$ cat src/rtl/pq_pkg.sv
// pq_pkg: shared key/value type and command/response encodings for the priority-queue client.
// Latency: n/a (type definitions only).
// Backpressure: n/a.
package pq_pkg;

  typedef struct packed {
    logic [15:0] key;
    logic [15:0] val;
  } kv_t;

  localparam logic [1:0] OP_NOP   = 2'b00;
  localparam logic [1:0] OP_ENQ   = 2'b01;
  localparam logic [1:0] OP_DEQ   = 2'b10;
  localparam logic [1:0] OP_FLUSH = 2'b11;

  localparam logic [1:0] ERR_OK      = 2'b00;
  localparam logic [1:0] ERR_FULL    = 2'b01;
  localparam logic [1:0] ERR_EMPTY   = 2'b10;
  localparam logic [1:0] ERR_TIMEOUT = 2'b11;

endpackage

$ cat src/rtl/pq_cmd_client.sv
// pq_cmd_client: bridges a valid/ready command port onto a hardware priority queue client port.
// Latency: NOP responds 1 cycle after accept, ENQ/DEQ 2 cycles; FLUSH streams one response per item.
// Backpressure: cmd_ready only in IDLE; rsp_* held until rsp_ready; device busy bounded by BUSY_TIMEOUT.
// Optional: define PQ_ORDER_CHECK_EN to add the sticky order_err output (FLUSH key ordering check).
module pq_cmd_client
  import pq_pkg::*;
#(
  parameter int BUSY_TIMEOUT = 64,
  parameter int CNT_W        = 16
) (
  input  logic             clk,
  input  logic             rst,
  input  logic             cmd_valid,
  output logic             cmd_ready,
  input  logic [1:0]       cmd_op,
  input  kv_t              cmd_kv,
  output logic             rsp_valid,
  input  logic             rsp_ready,
  output kv_t              rsp_kv,
  output logic [1:0]       rsp_err,
  output logic             rsp_last,
  output kv_t              pq_kvi,
  output logic             pq_enq,
  output logic             pq_deq,
  input  logic             pq_full,
  input  logic             pq_busy,
  input  logic             pq_empty,
  input  kv_t              pq_kvo,
  output logic [CNT_W-1:0] enq_cnt,
  output logic [CNT_W-1:0] deq_cnt
`ifdef PQ_ORDER_CHECK_EN
  ,
  output logic             order_err
`endif
);

  localparam int TW = $clog2(BUSY_TIMEOUT + 1);
  localparam logic [TW-1:0] TMO_LAST = TW'(BUSY_TIMEOUT - 1);

  typedef enum logic [1:0] {S_IDLE, S_ISSUE, S_DRAIN, S_RESP} state_t;

  state_t        state_q, state_d;
  logic [1:0]    op_q, op_d;
  kv_t           kv_q, kv_d;
  logic [TW-1:0] tmo_q, tmo_d;
  logic          have_q, have_d;       // popped FLUSH item captured but not yet presented
  logic          rsp_valid_d, rsp_last_d;
  kv_t           rsp_kv_d;
  logic [1:0]    rsp_err_d;
  logic          enq_c, deq_c;
  logic          fin;                  // finish command with a single last=1 response
  logic [1:0]    fin_err;
  kv_t           fin_kv;

  assign cmd_ready = (state_q == S_IDLE) & ~rst;
  assign pq_enq    = enq_c & ~rst;
  assign pq_deq    = deq_c & ~rst;
  assign pq_kvi    = kv_q;

  // State register.
  always_ff @(posedge clk) begin
    if (rst) state_q <= S_IDLE;
    else     state_q <= state_d;
  end

  // Next state, device pulses and next values of the response/datapath registers.
  always_comb begin
    state_d     = state_q;
    op_d        = op_q;
    kv_d        = kv_q;
    tmo_d       = tmo_q;
    have_d      = have_q;
    rsp_valid_d = rsp_valid;
    rsp_kv_d    = rsp_kv;
    rsp_err_d   = rsp_err;
    rsp_last_d  = rsp_last;
    enq_c       = 1'b0;
    deq_c       = 1'b0;
    fin         = 1'b0;
    fin_err     = ERR_OK;
    fin_kv      = '0;
    case (state_q)
      S_IDLE: begin
        if (cmd_valid) begin
          op_d = cmd_op;
          kv_d = cmd_kv;
          if (cmd_op == OP_NOP) fin = 1'b1;
          else                  state_d = S_ISSUE;
        end
      end
      S_ISSUE: begin
        if (pq_busy) begin
          if (tmo_q == TMO_LAST) begin
            fin     = 1'b1;
            fin_err = ERR_TIMEOUT;
            fin_kv  = (op_q == OP_ENQ) ? kv_q : '0;
          end else begin
            tmo_d = tmo_q + 1'b1;
          end
        end else begin
          case (op_q)
            OP_ENQ: begin
              fin    = 1'b1;
              fin_kv = kv_q;
              if (pq_full) fin_err = ERR_FULL;
              else         enq_c   = 1'b1;
            end
            OP_DEQ: begin
              fin = 1'b1;
              if (pq_empty) begin
                fin_err = ERR_EMPTY;
              end else begin
                deq_c  = 1'b1;
                fin_kv = pq_kvo;
              end
            end
            OP_FLUSH: begin
              if (pq_empty) begin
                fin     = 1'b1;
                fin_err = ERR_EMPTY;
              end else begin
                state_d = S_DRAIN;
                have_d  = 1'b0;
              end
            end
            default: fin = 1'b1;
          endcase
        end
      end
      S_DRAIN: begin
        if (rsp_valid) begin
          // A non-final item is out; device access waits for its handshake.
          if (rsp_ready) begin
            rsp_valid_d = 1'b0;
            have_d      = 1'b0;
            tmo_d       = '0;
          end
        end else if (pq_busy) begin
          if (tmo_q == TMO_LAST) begin
            fin     = 1'b1;
            fin_err = ERR_TIMEOUT;
            fin_kv  = have_q ? rsp_kv : '0;
          end else begin
            tmo_d = tmo_q + 1'b1;
          end
        end else if (have_q) begin
          // Device has settled after the pop: empty now means this item is the last one.
          rsp_valid_d = 1'b1;
          rsp_err_d   = ERR_OK;
          rsp_last_d  = pq_empty;
          if (pq_empty) state_d = S_RESP;
        end else if (!pq_empty) begin
          deq_c    = 1'b1;
          rsp_kv_d = pq_kvo;
          have_d   = 1'b1;
          tmo_d    = '0;
        end else begin
          fin     = 1'b1;
          fin_err = ERR_EMPTY;
        end
      end
      S_RESP: begin
        if (rsp_ready) begin
          rsp_valid_d = 1'b0;
          rsp_last_d  = 1'b0;
          state_d     = S_IDLE;
        end
      end
      default: state_d = S_IDLE;
    endcase
    if (fin) begin
      state_d     = S_RESP;
      rsp_valid_d = 1'b1;
      rsp_err_d   = fin_err;
      rsp_kv_d    = fin_kv;
      rsp_last_d  = 1'b1;
    end
    if (state_d != state_q) tmo_d = '0;
  end

  // Datapath and response registers.
  always_ff @(posedge clk) begin
    if (rst) begin
      op_q      <= OP_NOP;
      kv_q      <= '0;
      tmo_q     <= '0;
      have_q    <= 1'b0;
      rsp_valid <= 1'b0;
      rsp_kv    <= '0;
      rsp_err   <= ERR_OK;
      rsp_last  <= 1'b0;
    end else begin
      op_q      <= op_d;
      kv_q      <= kv_d;
      tmo_q     <= tmo_d;
      have_q    <= have_d;
      rsp_valid <= rsp_valid_d;
      rsp_kv    <= rsp_kv_d;
      rsp_err   <= rsp_err_d;
      rsp_last  <= rsp_last_d;
    end
  end

  // Saturating pulse counters.
  always_ff @(posedge clk) begin
    if (rst) begin
      enq_cnt <= '0;
      deq_cnt <= '0;
    end else begin
      if (pq_enq && enq_cnt != '1) enq_cnt <= enq_cnt + 1'b1;
      if (pq_deq && deq_cnt != '1) deq_cnt <= deq_cnt + 1'b1;
    end
  end

`ifdef PQ_ORDER_CHECK_EN
  logic [15:0] prev_key;
  logic        prev_vld;

  // Popped keys within one FLUSH must be non-decreasing; history restarts at FLUSH start.
  always_ff @(posedge clk) begin
    if (rst) begin
      order_err <= 1'b0;
      prev_key  <= '0;
      prev_vld  <= 1'b0;
    end else if (state_q == S_ISSUE && state_d == S_DRAIN) begin
      prev_vld <= 1'b0;
    end else if (pq_deq && state_q == S_DRAIN) begin
      if (prev_vld && pq_kvo.key < prev_key) order_err <= 1'b1;
      prev_key <= pq_kvo.key;
      prev_vld <= 1'b1;
    end
  end
`endif

endmodule

$ cat config.mk
export PLATFORM = sky130hd
export DESIGN_NAME = pq_cmd_client
export DESIGN_NICKNAME = d
export VERILOG_FILES = /design/src/rtl/pq_pkg.sv /design/src/rtl/pq_cmd_client.sv
export SDC_FILE = /design/constraint.sdc
export NUM_CORES = 1
export LEC_CHECK = 0
export CORE_ASPECT_RATIO = 2
export CORE_UTILIZATION = 60
export CTS_CLUSTER_DIAMETER = 50
export DETAILED_ROUTE_END_ITERATION = 16
export DONT_BUFFER_PORTS = 1
export GPL_TIMING_DRIVEN = 1
export PLACE_DENSITY = 0.86
export SETUP_SLACK_MARGIN = 0.4
export SLEW_MARGIN = 40
export SYNTH_ARGS = -nofsm -noshare
export SYNTH_HDL_FRONTEND = slang
export SYNTH_SLANG_ARGS = --single-unit
$ cat constraint.sdc
create_clock -name clk -period 4.4 [get_ports clk]
set_input_delay 0.22 -clock clk [delete_from_list [all_inputs] [get_ports clk]]
set_output_delay 0.22 -clock clk [all_outputs]
set_load 0.02 [all_outputs]
After elaboration in Yosys (flattened, before gate mapping)
Cells that the tools add are included.
Operators by class
  divide/modulo/power cells: 0
  reduce and logical (&&, ||, !) cells: 17
  multiply operators: 0
  $lt $le $gt $ge: 0
  shift-type cells: 0
  eq/ne operators: 27
  $add $sub $neg: 3
  bitwise logic cells: 4
  muxes and demuxes: 90
Operators with widths (count)
  2-to-1 mux 32 bit: 14
  one-hot mux 32 bit (2 select lines): 2
  2-to-1 mux 7 bit: 7
  2-to-1 mux 2 bit: 22
  2-to-1 mux 1 bit: 36
  adder 16 x 1 -> 16 bit, second input constant: 2
  inequality test 16 bit, second input constant: 2
  inequality test 3 bit, second input constant: 6
  one-hot mux 7 bit (2 select lines): 1
  AND reduction 6 bit: 2
  AND reduction 5 bit: 2
  equality test 2 bit, second input constant: 4
  inequality test 2 x 1 -> 1 bit, second input constant: 4
  inequality test 2 bit, second input constant: 4
  inequality test 4 bit, second input constant: 2
  one-hot mux 1 bit (2 select lines): 4
  one-hot mux 2 bit (2 select lines): 2
  one-hot mux 2 bit (4 select lines): 1
  adder 7 x 1 -> 7 bit, second input constant: 1
  equality test 7 x 6 -> 1 bit, second input constant: 1
  nonzero test 2 bit: 3
  inequality test 5 bit, second input constant: 1
  equality test 2 x 1 -> 1 bit, second input constant: 2
  logical NOT 2 bit: 2
  9 further kinds: 14
Word-level totals
  bits in read-only memories: 0
  bits of input ports: 73
  output and inout bits: 103
  memories kept: 0
  latch bits: 0
  logic and storage cells: 154
  memory bits (writable): 0
  register bits after elaboration: 112

Logic depth before layout (Yosys ltp)
Gate-level depths: netlist (run 1).
  depth in word-level cells: 8
  depth in mapped cells: 10

Worst setup path before layout (run 1)
OpenSTA, ideal clock, no wires.
  path kind: reg-to-reg
  start point: register state_q[1]
  end point: register enq_cnt[6]
  required time: 4.330 ns
  buffers on the path: 1
  stages on the path, launching flop included: 9
  path slack: 1.607 ns
  arrival: 2.722 ns
  period minus slack after synthesis: 2.793 ns
  cell sequence: dfxtp_1 -> inv_1 -> ha_1 -> buf_2 -> nand2_1 -> nor4_1 -> o211ai_1 -> or3_1 -> a21oi_1
On the way
  cells in the longest elaborated chain, start to end: 4
RTL lines
  from (decl): RTL line pq_cmd_client.sv:42  | state_t state_q, state_d;
  from (signal assigned): RTL line pq_cmd_client.sv:63  | else state_q <= state_d;
  equality test 2 x 1 -> 1 bit: RTL line pq_cmd_client.sv:82  | case (state_q)
  2-to-1 mux 1 bit: RTL line pq_cmd_client.sv:82
  AND 1 bit: RTL line pq_cmd_client.sv:56  | assign pq_enq = enq_c & ~rst;
  named net pq_enq: RTL line pq_cmd_client.sv:23  | output logic pq_enq,
  logical AND 1 bit: RTL line pq_cmd_client.sv:210  | if (pq_enq && enq_cnt != '1) enq_cnt <= enq_cnt + 1'b1;
  to (signal assigned): RTL line pq_cmd_client.sv:210
  to (decl): RTL line pq_cmd_client.sv:29  | output logic [CNT_W-1:0] enq_cnt,
The timed path passes the listed nets, and every way through them passes these cells.
A chain may end at the register's enable or synchronous reset.

Final worst setup path (run 1)
  start point: register state_q[1]
  end point: register rsp_kv[25] in the netlist's numbering
On the way
  cells in the longest elaborated chain, start to end: 4
  elaborated cells on any way between the ends: 13
  those cells by class: eq/ne (7); mux (3); reduce/logical (3)
RTL lines
  equality test 2 bit (tied with other cells): RTL line pq_cmd_client.sv:82
  one-hot mux 1 bit (3 select lines): RTL line pq_cmd_client.sv:82
  inequality test 2 x 1 -> 1 bit (no line) / nonzero test 2 bit (equally long branches)
  AND reduction 6 bit (no line)
  to (signal assigned): RTL line pq_cmd_client.sv:198  | rsp_kv <= rsp_kv_d;
  to (decl): RTL line pq_cmd_client.sv:19  | output kv_t rsp_kv,
Parallel ways exist; a longest one is shown, timed or not.

==> impl_results.md, run 1 <==
- Setup Viol. Count Final: 0
- Worst rel slew slack: about half
- Number of global-route vias before repair: about 5500
- Arr. time, crit path: roughly 3.7 ns
- Ys Warns: 0
- Status: finished clean
- Reg-to-Reg End: rsp_kv[25]
- Share of post-route cells with drive strength above 1: 6.52%
- Max-slew violation count: 0
- Detail Placement HPWL: approximately 11 mm
- Critical Path RT: approximately 4.6 ns
- Post-synth top flop: dfxtp_1
- Mapped Cells: 739
- Least-Margin Pin Slew: roughly 0.73 ns
- Reg2Reg Launch Point: state_q[1]
- Final setup TNS: 0 ns
- Worst hold-check path type: in -> reg
- Aggregate global routing overflow: 0
- Post-synth top area cell: dfxtp_1
- First-pass GRT wire length: around 26 mm
- Clock latency on the worst-skew pair: about 0.36 ns
- Die area: 0.0103 mm^2
- Power Total: between 0.003 and 0.004 W
- Worst hold start: cmd_kv[23]
- P_leak: between 2 and 2.5 nW
- Final #Nets: roughly 820
- Seq/Total Area, Yosys: between 30% and 40%
- Cell variety after synth: 64
- Die height: roughly 140 um
- Ranking of synthesized cells by area: dfxtp_1 (38%), a21oi_1 (7.3%), nand2_1 (5.7%), o2111ai_1 (4.7%), o21ai_0 (4.4%)
- CP Capture Type: register
- IO Port Bufs: 0
- Clock buffer depth: 2
- Average cell area after synthesis: about 8.0 um^2
- Worst Hold End: pq_kvi[23]
- Seq cells post-synth: ~110
- Antenna Cells: 0
- Unrepaired setup endpoints after global routing: false
- Antenna violations before repair: 0
- R2R cell count: 8
- Critical Path Source: state_q[1]
- Dpl cells: approximately 820
- Crit path max-delay cell type: o211a_2
- Setup ws final: around 0.95 ns
- Max Cap Viol: 0
- Most frequent cells in the layout: dfxtp_1 (112), nand2_1 (88), a21oi_1 (86)
- Vias post-DR: about 5800
- Clk_skew: 0.00526 ns
- Worst hold slack: around 0.0028 ns
- DP Worst Slack: ~1.0 ns
- DR WL/cell: around 19 um
- Largest net degree at the start of global routing: between 70 and 80
- Startpoint Class: register
- DRC Markers: 0
- CP cell instances: ha_1 > nor2b_1 > a21boi_1 > nor4_1 > nor2_2 > buf_4 > o211a_2 > a21oi_1
- Crit path max fanout: 33
- Post-Layout Cell Count: slightly below 900
- Core Rows: 50
- Antenna viol nets, final: 0
- Critical path's top delay family: compound AO/OA/AOI/OAI gates
- Synth Cell Area: roughly 0.006 mm^2
- CTS clock-pin slew for the worst setup and hold paths: roughly 0.07 ns
- I/O pins: between 150 and 200
- Tmin final: between 3 and 4 ns
- Worst VDD drop: between 0.2 and 0.3 mV
- GP Congestion: about 0.94
- Delay of the slowest critical-path stage: just over 0.7 ns
- Most common cell after layout, fill and taps aside: dfxtp_1
- Crit path kind: reg -> reg
- Fin crit share: 78.3%
- Synthesized net count: around 820
- Root Buffer: clkbuf_16
- Pwr Density: ~520 mW/mm^2
- CTS sink cnt: between 100 and 150
- Post-synth EDFFs: 0
- Ys async rst share: 0%
- DRT Pass-1 Iters: 6
- Crit path buf inv count: 1
- Number of CTS-inserted buffers: 9
- Initial core utilization: between 60% and 70%
- F_max: between 200 and 300 MHz
- Hold depth: 2
- Core Box Area: between 0.009 and 0.01 mm^2
- CTS tree: done
- Die W: 72.1 um
- Final WL: between 15 and 20 mm
- Fill count: 737
- Layout area overhead: 11.0%
- Vias per std cell: around 6.6
- R2R Setup Slk: around 0.95 ns
- Htree depth: 3
- DRT iter0 DRCs: approximately 520
- Hold Fails Final Rpt: 0
- GRT Resource Usage Total: between 30% and 40%
- Top-area cell type share of the netlist area: a little under two fifths
worst max path at each step:
stage | end | cells after the start | slack, ns
after detailed placement | rsp_kv[25] | 8 | 1.04
after global placement | rsp_kv[9] | 8 | 1.07
after global routing | rsp_kv[8] | 8 | 0.68
after floorplan | enq_cnt[6] | 8 | 1.61
final | rsp_kv[25] | 8 | 0.95
after CTS | rsp_kv[25] | 8 | 1.01
timing repair:
item | in CTS | in global routing
endpoints found under the hold margin | 76 | 0
gates resized for setup | 0 | 0
buffers inserted | 0 | 0
hold buffers | 28 | 0
worst reg2reg max path, cell delays in order, from the launching register on:
cell and delay [ns]:
dfxtp_1 0.55, ha_1 0.52, nor2b_1 0.33, a21boi_1 0.44
nor4_1 0.12, nor2_2 0.12, buf_4 0.34, o211a_2 0.72
a21oi_1 0.16
stage by stage:
step / instance area, um^2 / util, %
after detailed placement: 5930 / 62.7
after floorplan: 5900 / -
after global routing: 6550 / 69.4
final: 6550 / 69.4
after CTS: 6550 / 69.4
after global placement: 5900 / 62.5
synth_stat cells, types with 2 or more instances:
| cell type | number |
|---|---|
| inv_1 | 14 |
| buf_6 | 2 |
| nor3_1 | 8 |
| ha_1 | 12 |
| buf_2 | 10 |
| and3b_1 | 2 |
| o2111ai_1 | 32 |
| nand4_1 | 11 |
| a22oi_1 | 32 |
| xor2_1 | 15 |
| xnor2_1 | 9 |
| o221ai_1 | 2 |
| a211oi_1 | 3 |
| o211ai_1 | 4 |
| nand3_1 | 16 |
| nor2b_1 | 36 |
| o221a_2 | 2 |
| nand2_1 | 89 |
| and2_1 | 6 |
| nor2_1 | 47 |
| a31oi_1 | 4 |
| nor4_1 | 3 |
| o311a_1 | 2 |
| and3_1 | 3 |
| and4_1 | 5 |
| o21ai_0 | 52 |
| or3_1 | 39 |
| or2_2 | 3 |
| dfxtp_1 | 112 |
| a21oi_1 | 86 |
| nor3b_1 | 2 |
| clkbuf_1 | 44 |
final cells by class:
type                            count  area, um^2  share of cell area (%)
Multi-Input combinational cell    556        3390                    51.7
Timing Repair Buffer               37         373                    5.69
Tap cell                          130         163                    2.48
Clock buffer                        9         225                    3.44
Clock inverter                      7         103                    1.57
Sequential cell                   112        2240                    34.2
Inverter                           15        57.6                   0.878
per-layer routing:
metal  vias up  share of wire (%)  GRT usage, %
met4         0                4.4          16.7
met1      2693                 35          32.2
met5         -                  0             0
met2       300                 53          56.9
met3        76                7.9          8.43
li1       2682                  -             -
state kept, by name, summed over array words and instances, names as in the netlist:
register / cells
pq_kvi: 32
rsp_kv: 32
deq_cnt: 16
enq_cnt: 16
tmo_q: 7
op_q: 2
rsp_err: 2
state_q: 2
have_q: 1
rsp_last: 1
rsp_valid: 1
cell families after synthesis:
family          Yosys count  share of synthesized area [%]
mux                       1                          0.170
buf+inv                  71                           4.98
xor+xnor                 24                           3.56
compound gates          240                           26.7
fa+ha+maj                12                           2.54
flops                   112                           38.0
simple gates            279                           24.1
power breakdown:
part | internal [W] | leakage, nW | switching [W]
clock network | 0.000507 | 0.162 | 0.000393
registers | 0.00114 | 0.910 | 0.000285
logic | 0.000415 | 1.28 | 0.000643
Power figures use the tool's default switching activity.
==> run 2: changes to the inputs <==
- ABC_AREA: unset -> 1
- clock period: 4.4 -> 3.2 ns (I/O delays scaled with it)
==> run 2 against run 1 <==
Core utilization down 0.76 points. Critical path depth up 6. Register-to-register slack worse by 0.36 ns. Cell area up 11%. Setup slack worse by 0.36 ns. Largest power group unchanged. Clock power up 24%. Via count up 23%. Critical endpoint is now rsp_kv[28].
==> impl_results.md, run 2 <==
- Top-area cell type share of the netlist area: 34.0% (was 38.0%)
- Routed length on met3: 1.84 mm (was 1.29 mm)
- Worst VDD drop: 0.563 mV (was 0.268 mV)
- Dpl cells: 1190 (was 822)
- Most common cell after layout, fill and taps aside: nand2_1 (was dfxtp_1)
- Worst rel slew slack: 50.4% (was 50.9%)
- Cell variety after synth: 33 (was 64)
- Clk_skew: 0.00666 ns (was 0.00526 ns)
- Initial core utilization: 62.1% (was 62.5%)
- Startpoint Class: register (unchanged)
- Post-synth top flop: dfxtp_1 (unchanged)
- Root Buffer: clkbuf_16 (unchanged)
- DRC Markers: 0 (unchanged)
- Crit path buf inv count: 6 (was 1)
- Final WL: 20.9 mm (was 16.5 mm)
- Number of global-route vias before repair: 6693 (was 5499)
- Seq/Total Area, Yosys: 34.0% (was 38.0%)
- Worst Hold End: pq_kvi[17] (was pq_kvi[23])
- Crit path max fanout: 21 (was 33)
- Least-Margin Pin Slew: 0.743 ns (was 0.729 ns)
- Seq cells post-synth: 112 (unchanged)
- Pwr Density: 710 mW/mm^2 (was 516 mW/mm^2)
- Critical Path RT: 3.45 ns (was 4.61 ns)
- Htree depth: 3 (unchanged)
- Clock latency on the worst-skew pair: 0.36 ns (about the same)
- DR top layer: met4 (unchanged)
- Post-synth EDFFs: 0 (unchanged)
- DR WL/cell: 16.9 um (was 19.0 um)
- Aggregate global routing overflow: 0 (unchanged)
- Synthesized net count: 1174 (was 824)
- Critical Path Source: state_q[0] (was state_q[1])
- Final setup TNS: 0 ns (unchanged)
- Util after Layout: 68.6% (was 69.4%)
- Reg2Reg Launch Point: state_q[0] (was state_q[1])
- Post-synth top area cell: dfxtp_1 (unchanged)
- Max Cap Viol: 0 (unchanged)
- Post-Layout Cell Count: 1237 (was 866)
- Critical path's top delay family: simple AND/OR/NAND/NOR gates (was compound AO/OA/AOI/OAI gates)
- Vias post-DR: 7048 (was 5751)
- Number of CTS-inserted buffers: 9 (unchanged)
- IO Port Bufs: 0 (unchanged)
- Ranking of synthesized cells by area: dfxtp_1 (34%), nand2_1 (16%), nor2_1 (14%), nand3_1 (6.4%), a21oi_1 (5.5%) (was dfxtp_1 (38%), a21oi_1 (7.3%), nand2_1 (5.7%), o2111ai_1 (4.7%), o21ai_0 (4.4%))
- CTS tree: done (unchanged)
- Reg-to-Reg End: rsp_kv[28] (was rsp_kv[25])
- DRT Pass-1 Iters: 6 (unchanged)
- Hold Fails Final Rpt: 0 (unchanged)
- P_leak: 3.14 nW (was 2.35 nW)
- Antenna viol nets, final: 0 (unchanged)
- I/O pins: 176 (unchanged)
- Ys Warns: 0 (unchanged)
- M1 WL: 6.71 mm (was 5.74 mm)
- Crit path kind: reg -> reg (unchanged)
- Most frequent cells in the layout: nand2_1 (288), nor2_1 (239), dfxtp_1 (112) (was dfxtp_1 (112), nand2_1 (88), a21oi_1 (86))
- CP most frequent cell: inv_1
- Fin crit share: 81.4% (was 78.3%)
- Synth Cell Area: 0.00659 mm^2 (was 0.00590 mm^2)
- CP Capture Type: register (unchanged)
- Mapped Cells: 1089 (was 739)
- Antenna violations before repair: 2 (was 0)
- Max-slew violation count: 0 (unchanged)
- Crit path max-delay cell type: dfxtp_1 (was o211a_2)
- Share of post-route cells with drive strength above 1: 5.01% (was 6.52%)
- Commonest cells in the netlist: nand2_1 (288), nor2_1 (239), dfxtp_1 (112) (was dfxtp_1 (112), nand2_1 (89), a21oi_1 (86))
- Hold depth: 2 (unchanged)
- Delay of the slowest critical-path stage: 0.37 ns (was 0.72 ns)
- Core Rows: 53 (was 50)
- Worst hold-check path type: in -> reg (unchanged)
- GP Congestion: 0.974 (was 0.937)
- R2R Setup Slk: 0.60 ns (was 0.95 ns)
- GRT Resource Usage Total: 35.5% (was 31.5%)
- Layout area overhead: 10.5% (was 11.0%)
- Metal2 WL: 10.8 mm (was 8.68 mm)
- CTS clock-pin slew for the worst setup and hold paths: 0.07 ns (about the same)
- F_max: 384 MHz (was 290 MHz)
- Die W: 76.1 um (was 72.1 um)
- Final #Nets: 1178 (was 816)
- Core Box Area: 0.0106 mm^2 (was 0.00945 mm^2)
- Vias per std cell: 5.70 (was 6.64)
- CTS sink cnt: 112 (unchanged)
- Tmin final: 2.60 ns (was 3.45 ns)
- Placed Area: 0.00668 mm^2 (was 0.00593 mm^2)
- Die height: 150 um (was 142 um)
- Unrepaired setup endpoints after global routing: true (was false)
- Status: finished clean (unchanged)
- R2R cell count: 14 (was 8)
- Detail Placement HPWL: 14.5 mm (was 11.0 mm)
- Worst hold start: cmd_kv[17] (was cmd_kv[23])
- Setup Viol. Count Final: 0 (unchanged)
- Largest net degree at the start of global routing: 78 (was 77)
- Top-count cell post-synth: nand2_1 (was dfxtp_1)
- Clock buffer depth: 2 (unchanged)
- Design area: 0.00728 mm^2 (was 0.00655 mm^2)
- Arr. time, crit path: 2.85 ns (was 3.65 ns)
- CP cell instances: inv_1 > ha_2 > inv_1 > nor2_2 > inv_1 > nor2_1 > inv_1 > nor3_2 > inv_1 > nand3_4 > buf_12 > nand2_1 > nand2_1 > nor2_1 (was ha_1 > nor2b_1 > a21boi_1 > nor4_1 > nor2_2 > buf_4 > o211a_2 > a21oi_1)
- Ys async rst share: 0% (unchanged)
- WP depth: 14 (was 8)
- Die area: 0.0114 mm^2 (was 0.0103 mm^2)
- Average cell area after synthesis: 6.05 um^2 (was 7.99 um^2)
- First-pass GRT wire length: 31.9 mm (was 25.7 mm)
- DRT iter0 DRCs: 463 (was 519)
run 2: metal layers:
metal | GRT usage, % | vias up
li1 | - | 3432
met2 | 66.5 | 388
met3 | 8.79 | 107
met4 | 27.7 | 0
met5 | 0 | -
met1 | 32.5 | 3121
run 2: how the worst max path moves through the flow:
stage | to | slack (ns)
global placement | rsp_kv[4] | 0.49
detailed placement | rsp_kv[29] | 0.41
floorplan | enq_cnt[13] | 1.06
CTS | enq_cnt[5] | 0.41
global route | rsp_kv[28] | 0.35
finish | rsp_kv[28] | 0.60
run 2: metrics by stage:
| stage | hold slack [ns] | worst slack, ns | power [W] |
|---|---|---|---|
| floorplan | 0.327 | 1.06 | 0.00349 |
| global placement | 0.232 | 0.489 | 0.00392 |
| detailed placement | 0.234 | 0.408 | 0.00396 |
| CTS | 0.00612 | 0.406 | 0.00511 |
| global route | 0.0266 | 0.346 | 0.00545 |
| finish | 0.00664 | 0.597 | 0.00517 |
run 2: worst reg2reg max path: stages, from the launching register on:
cell	delay, ns
dfxtp_1	0.37
inv_1	0.18
ha_2	0.32
inv_1	0.09
nor2_2	0.15
inv_1	0.09
nor2_1	0.18
inv_1	0.11
nor3_2	0.22
inv_1	0.20
nand3_4	0.20
buf_12	0.19
nand2_1	0.07
nand2_1	0.07
nor2_1	0.06
run 2: repair_timing:
| action | 4_1_cts | 5_1_grt |
|---|---|---|
| hold buffers | 28 | 0 |
| gates resized for setup | 1 | 3 |
| pin swaps | 0 | 1 |
| buffers inserted | 0 | 0 |
| endpoints found under the hold margin | 55 | 0 |
| setup endpoints to repair | 3 | 32 |
| cloned | 0 | 1 |
run 2: final cells by class:
type,count,area [um^2]
Antenna cell,2,5.00
Clock buffer,10,239
Clock inverter,6,55.1
Fill cell,979,3330
Inverter,100,379
Multi-Input combinational cell,823,3730
Sequential cell,112,2240
Tap cell,137,171
Timing Repair Buffer,47,459
run 2: cell families (layout without fill, tap and decap cells):
group	count (synthesis)	count (layout)	synth area share, %
other cells	0	2	0
buf+inv	155	163	9.65
compound gates	143	143	11.5
xor+xnor	19	19	2.53
simple gates	648	649	40.0
fa+ha+maj	12	12	2.28
flops	112	112	34.0
run 2: power breakdown:
part / internal (W) / switching [W]
clock: 0.000562 / 0.000559
combinational: 0.000567 / 0.00126
sequential: 0.00166 / 0.000560
total: 0.00278 / 0.00238
